[config.mk]
export PLATFORM = sky130hd
export DESIGN_NAME = shift_out_reg
export DESIGN_NICKNAME = d
export VERILOG_FILES = /design/src/rtl/shift_out_reg.sv
export SDC_FILE = /design/constraint.sdc
export NUM_CORES = 1
export LEC_CHECK = 0
export BUFFER_PORTS_ARGS = -buffer_cell sky130_fd_sc_hd__buf_2
export CAP_MARGIN = 20
export CORE_MARGIN = 8
export CORE_UTILIZATION = 55
export DETAILED_ROUTE_END_ITERATION = 10
export HOLD_SLACK_MARGIN = 0.1
export PLACE_DENSITY = 0.82
export REMOVE_ABC_BUFFERS = 1
export SKIP_LAST_GASP = 1
export SYNTH_ARGS = -nofsm -noshare
export SYNTH_HDL_FRONTEND = slang
export SYNTH_SLANG_ARGS = --single-unit
[constraint.sdc]
create_clock -name clk -period 4.1 [get_ports clk]
set_input_delay 0.41 -clock clk [delete_from_list [all_inputs] [get_ports clk]]
set_output_delay 0.41 -clock clk [all_outputs]
set_load 0.05 [all_outputs]
[src/rtl/shift_out_reg.sv]
// Parallel-in / serial-out unload register: accepts a word over a valid/ready
// handshake and drains it one bit per shift strobe, MSB- or LSB-first.
module shift_out_reg #(
  parameter int WIDTH     = 16,
  parameter bit LSB_FIRST = 1'b0
) (
  input  logic                     clk,
  input  logic                     rstn,
  input  logic [WIDTH-1:0]         in_data,
  input  logic                     in_valid,
  output logic                     in_ready,
  input  logic                     shift_en,
  input  logic                     abort,
  output logic                     ser_out,
  output logic                     ser_valid,
  output logic [$clog2(WIDTH)-1:0] bit_idx,
  output logic                     done
);

  localparam int CW = $clog2(WIDTH);
  localparam logic [CW-1:0] LAST_IDX = CW'(WIDTH - 1);

  typedef enum logic {IDLE, SHIFT} state_t;

  state_t           r_state;
  logic [WIDTH-1:0] r_shreg;
  logic [CW-1:0]    r_count;
  logic             r_done;

  logic             w_last;
  logic             w_load;
  logic [WIDTH-1:0] w_shifted;

  // Last bit is consumed this cycle; this is also the back-to-back reload slot.
  assign w_last    = (r_state == SHIFT) && shift_en && (r_count == '0);
  assign in_ready  = (r_state == IDLE) || w_last;
  assign w_load    = in_valid && in_ready;
  assign w_shifted = LSB_FIRST ? {1'b0, r_shreg[WIDTH-1:1]}
                               : {r_shreg[WIDTH-2:0], 1'b0};

  // NOTE: all state uses non-blocking assignments so every flop samples
  // pre-edge values regardless of statement order.
  always_ff @(posedge clk or negedge rstn) begin
    if (!rstn) begin
      r_state <= IDLE;
      r_shreg <= '0;
      r_count <= '0;
      r_done  <= 1'b0;
    end else if (abort) begin
      r_state <= IDLE;
      r_shreg <= '0;
      r_count <= '0;
      r_done  <= 1'b0;
    end else begin
      r_done <= w_last;
      if (w_load) begin
        r_state <= SHIFT;
        r_shreg <= in_data;
        r_count <= LAST_IDX;
      end else if (w_last) begin
        // The final shift leaves the register all-zero, so ser_out idles low.
        r_state <= IDLE;
        r_shreg <= w_shifted;
        r_count <= '0;
      end else if ((r_state == SHIFT) && shift_en) begin
        r_shreg <= w_shifted;
        r_count <= r_count - 1'b1;
      end
    end
  end

  assign ser_out   = LSB_FIRST ? r_shreg[0] : r_shreg[WIDTH-1];
  assign ser_valid = (r_state == SHIFT);
  assign bit_idx   = r_count;
  assign done      = r_done;

endmodule

# ---- Word level (Yosys, flattened, before mapping)
# Cells that the tools add are included.
# W data, S select, Z words.
dict set report op_classes {
  n_reduce_logical 7
  add_sub_neg 1
  n_bitwise 1
  mux 12
}
# op count
set op_table {}
lappend op_table {{$mux W16} 4}
lappend op_table {{$mux W4} 4}
lappend op_table {{$logic_not A4 Y1} 1}
lappend op_table {{$mux W1} 4}
lappend op_table {{$reduce_bool A4 Y1} 1}
lappend op_table {{$sub A4 B1 Y4 const B} 1}
lappend op_table {{$logic_and A1 B1 Y1} 3}
lappend op_table {{$reduce_bool A3 Y1} 1}
lappend op_table {{$logic_or A1 B1 Y1} 1}
lappend op_table {{$not A1 Y1} 1}
dict set report totals {
  word_cells 25
  regBits 22
  output_inout_bits 8
  in_bits 21
}

# ---- Logic depth before layout (Yosys ltp)
dict set report depth {
  ltp_word 6
  ltp_mapped 7
  ltp_nobuf 6
}

# ---- Least setup slack after synthesis
# Ideal clock, no wire load.
dict set report synth_path {
  kind {register -> output}
  start {reg r_count[0] (netlist: bit_idx[0])}
  end {out in_ready}
  setup_slack_ns 2.000
  required_ns 3.690
  n_path_buf 0
  arrival_ns 1.690
  stages_incl_launch_ff 6
  path_cell_list {dfrtp_1 > inv_1 > ha_1 > nand2b_1 > or3_1 > nand2_1}
}
dict set report synth_via {
  elab_chain_cells 3
}
# element line
set synth_lines {}
lappend synth_lines {{from (decl)} 27} ;# logic [CW-1:0] r_count;
lappend synth_lines {{from (signal assigned)} 67} ;# r_count <= r_count - 1'b1;
lappend synth_lines {{$logic_not A4 Y1} 35} ;# assign w_last = (r_state == SHIFT) && shift_en && (r_count == '0);
lappend synth_lines {{$logic_and A1 B1 Y1} 35}
lappend synth_lines {{$logic_or A1 B1 Y1} 36} ;# assign in_ready = (r_state == IDLE) || w_last;
lappend synth_lines {{to (decl)} 11} ;# output logic in_ready,
# Every way passes these cells.

# ---- Final worst setup path
# Ends and elaborated chain as after synthesis.

==> metrics.txt <==
# TYPE chip_impl_metric gauge
chip_impl_metric{name="post-route-min-period",unit="ns"} 2.29
chip_impl_info{name="min-delay-path-class",value="input pin to flip-flop"} 1
chip_impl_metric{name="drt-initial-drc-count",unit=""} 28
chip_impl_metric{name="dpl_cell_area",unit="um^2"} 1260
chip_impl_metric{name="p_sw",unit="mW"} 0.161
chip_impl_metric{name="dpl.hpwl",unit="mm"} 1.76
chip_impl_metric{name="clkPwrFrac",unit="%"} 23.8
chip_impl_metric{name="p_int",unit="mW"} 0.334
chip_impl_metric{name="grt_use_total",unit="%"} 13.7
chip_impl_metric{name="wire_length_per_cell_after_detailed_routing",unit="um"} 14.4
chip_impl_metric{name="grt_pass1_vias",unit=""} 880
chip_impl_metric{name="die_w",unit="um"} 61.9
chip_impl_metric{name="hold_ws",unit="ns"} 0.313
chip_impl_metric{name="worst-endpoint-required",unit="ns"} 3.69
chip_impl_metric{name="power_per_cell_area",unit="nW/um^2"} 379
chip_impl_metric{name="setup-tns-final",unit="ns"} 0
chip_impl_metric{name="clock_sinks",unit=""} 22
chip_impl_metric{name="synthesis.area_per_instance",unit="um^2"} 10.8
chip_impl_metric{name="least_margin_pin_slew",unit="ns"} 0.758
chip_impl_metric{name="starting_utilization_of_the_core_area",unit="%"} 58.5
chip_impl_metric{name="post_route_cells_drive_above_1_share",unit="%"} 32.1
chip_impl_info{name="status",value="finished clean"} 1
chip_impl_metric{name="ys_types",unit=""} 24
chip_impl_info{name="path_cells",value="inv_1 > ha_1 > nand2b_1 > or3_1 > nand2_1 > buf_2"} 1
chip_impl_info{name="tritoncts_clock_tree",value="built"} 1
chip_impl_metric{name="total_leakage_power",unit="nW"} 0.674
chip_impl_metric{name="die_height",unit="um"} 61.9
chip_impl_metric{name="cap_viol_max_count",unit=""} 0
chip_impl_info{name="slowest_stage",value="dfrtp_1"} 1
chip_impl_metric{name="post_route_cell_area",unit="um^2"} 1310
chip_impl_metric{name="clk_path_buf_depth",unit=""} 2
chip_impl_metric{name="mapped_cells",unit=""} 107
chip_impl_metric{name="via_count",unit=""} 865
chip_impl_metric{name="grt_util_met1",unit="%"} 16.6
chip_impl_info{name="rsz0062_at_grt",value="false"} 1
chip_impl_metric{name="ys_ff_latch",unit=""} 22
chip_impl_metric{name="clkTransAtPathRegs",unit="ns"} 0.12
chip_impl_metric{name="antenna_violating_nets_post_route",unit=""} 0
chip_impl_metric{name="synth_sequential_area_ratio",unit="%"} 47.5
chip_impl_metric{name="grt.overflow.total",unit=""} 0
chip_impl_metric{name="drt-pass1-iter-count",unit=""} 4
chip_impl_metric{name="cts_inserted_buffers",unit=""} 3
chip_impl_metric{name="placement.io_buffers",unit=""} 28
chip_impl_metric{name="layout-area-overhead-vs-synth",unit="%"} 12.7
chip_impl_metric{name="comb_power_share",unit="%"} 26.4
chip_impl_metric{name="timing.clock.skew",unit="ns"} 0.00698
chip_impl_info{name="crit_family",value="simple AND/OR/NAND/NOR gates"} 1
chip_impl_metric{name="sequentialPowerShare",unit="%"} 49.8
chip_impl_metric{name="max_stage_delay",unit="ns"} 0.44
chip_impl_metric{name="path_max_fanout",unit=""} 5
chip_impl_metric{name="grt_antenna_before_repair",unit=""} 0
chip_impl_info{name="setup.worst_path.end_class",value="primary output"} 1
chip_impl_metric{name="clock_insertion_delay_worst_skew",unit="ns"} 0.30
chip_impl_metric{name="coreArea",unit="um^2"} 1980
chip_impl_metric{name="power.switching_fraction",unit="%"} 32.5
chip_impl_metric{name="syn_area",unit="um^2"} 1160
chip_impl_info{name="gr-max-usage-layer",value="met2"} 1
chip_impl_info{name="timing.setup.critical_path_class",value="flip-flop to primary output"} 1
chip_impl_metric{name="diodes",unit=""} 0
chip_impl_metric{name="globalRouteMet2Util",unit="%"} 22.0
chip_impl_metric{name="slew-limit-headroom",unit="%"} 49.3
chip_impl_metric{name="htree_levels",unit=""} 1
chip_impl_metric{name="vias_per_cell",unit=""} 5.37
chip_impl_metric{name="achievable_clock_frequency",unit="GHz"} 0.436
chip_impl_metric{name="worst-endpoint-arrival",unit="ns"} 1.88
chip_impl_metric{name="worst_ir_drop_vdd",unit="uV"} 212
chip_impl_metric{name="cts_setup_buffers",unit=""} 0
chip_impl_info{name="clock_tree.root_cell",value="clkbuf_4"} 1
chip_impl_metric{name="slew_violations",unit=""} 0
chip_impl_metric{name="wire_length_of_the_first_global_routing_pass",unit="mm"} 3.91
chip_impl_metric{name="globalplace.congestion",unit=""} 0.821
chip_impl_metric{name="area_of_the_die",unit="um^2"} 3830
chip_impl_metric{name="timing.final.setup_violations",unit=""} 0
chip_impl_metric{name="worst-path-buf-inv",unit=""} 2
chip_impl_metric{name="ios",unit=""} 29
chip_impl_metric{name="drc",unit=""} 0
chip_impl_metric{name="final-hold-violation-count",unit=""} 0
chip_impl_metric{name="totalWireLength",unit="mm"} 2.32
chip_impl_metric{name="grt_max_degree",unit=""} 23
chip_impl_metric{name="core.rowCount",unit=""} 16
chip_impl_metric{name="layout_worst_path_cycle_share",unit="%"} 55.9
chip_impl_metric{name="grt_util_met3",unit="%"} 4.32
chip_impl_info{name="start_kind",value="flip-flop"} 1
chip_impl_metric{name="nets",unit=""} 157
chip_impl_metric{name="ys.warnings.count",unit=""} 0
sequential cells by signal (all words and copies together) (netlist names):
name / flops
done: 1
bit_idx: 4
r_shreg: 16
ser_valid: 1
placed cells by master, fill, tap and decap left out:
cell type and instances:
nor2_1 3, nand3_1 1, mux2i_1 16, nor3_1 1
and4bb_4 1, o21ai_4 1, clkbuf_4 3, nand2b_1 1
inv_1 5, o21bai_1 1, nand2_1 17, and2_1 1
buf_2 28, or2_1 1, o31a_1 1, o211ai_1 2
or3_1 2, a21oi_1 2, dlygate4sd3_1 1, ha_1 1
dfrtp_1 22, clkbuf_8 1, a22o_1 3, o21ai_2 9
o21ai_1 10
worst register-to-register path, cell delays in order (launching register included):
cell      delay, ns
dfrtp_1        0.43
inv_1          0.07
ha_1           0.23
and4bb_4       0.22
o21ai_4        0.59
mux2i_1        0.31
o21ai_1        0.08
routing by layer:
layer / up-vias / wire length, um / part of all wire [%]
li1: 433 / - / -
met1: 406 / 1080 / 46
met2: 24 / 1060 / 46
met3: 2 / 168 / 7.2
met4: 0 / 13 / 0.56
met5: - / 0 / 0
kinds of logic after synthesis:
kind of cell	count (synthesis)	synth area share, %
AND/OR/NAND/NOR	28	11.4
AO/OA/AOI/OAI	29	18.3
multiplexers	16	13.8
flip-flops	22	47.5
adder cells (fa/ha/maj)	1	1.08
buffers and inverters	11	7.88
path summary, 6_finish.rpt:
path,startpoint,to,slack (ns),depth (start not counted)
min in group asynchronous,rstn,r_shreg[13],0.58,2
max reg2reg,bit_idx[0],r_shreg[8],2.06,6
max in group asynchronous,rstn,r_shreg[4],3.18,2
min reg2reg,r_shreg[15],r_shreg[15],0.49,2
max,bit_idx[0],in_ready,1.81,6
min,abort,r_shreg[0],0.31,2
timing repair:
item                      CTS  global route
hold endpoints to repair   22             0
hold buffers                1             0
resized for setup           0             0
through the flow:
step / worst slack [ns] / std cells / power [mW] / utilization [%]
after floorplan: 1.98 / 101 / 0.342 / -
after global placement: 2.16 / 156 / 0.376 / 63.6
after detailed placement: 2.08 / 156 / 0.381 / 63.6
after CTS: 1.80 / 161 / 0.500 / 66.0
after global routing: 1.67 / 161 / 0.524 / 66.0
final: 1.81 / 161 / 0.495 / 66.0
layout make-up:
type | instances | area, um^2
clock buffer | 4 | 36.3
fill | 162 | 674
timing repair buffer | 29 | 150
multi-input combinational | 74 | 518
sequential | 22 | 551
tap | 27 | 33.8
inverter | 5 | 18.8
power groups by stage:
stage               combinational, mW  clock (mW)  sequential (mW)
floorplan                      0.0686           0            0.273
global placement                0.127           0            0.249
detailed placement              0.131           0            0.250
CTS                             0.132       0.122            0.246
global route                    0.142       0.134            0.249
finish                          0.131       0.118            0.246
synth_stat cells:
master,number,area [um^2]
a22o_1,3,26.3
buf_4,1,7.51
o31a_1,1,8.76
or3_1,2,12.5
or2_1,1,6.26
o211ai_1,2,15.0
inv_1,5,18.8
nor2_1,3,11.3
a21oi_1,2,10.0
and2_1,1,6.26
mux2i_1,16,160
buf_6,4,45.0
o21ai_4,1,16.3
nor3_1,1,5.00
buf_12,1,20.0
nand2b_1,1,6.26
and4bb_4,1,16.3
nand2_1,17,63.8
nand3_1,1,5.00
o21ai_2,9,78.8
dfrtp_1,22,551
o21ai_1,10,50.1
ha_1,1,12.5
o21bai_1,1,7.51
Note: power is estimated with default switching activity, not from simulation.
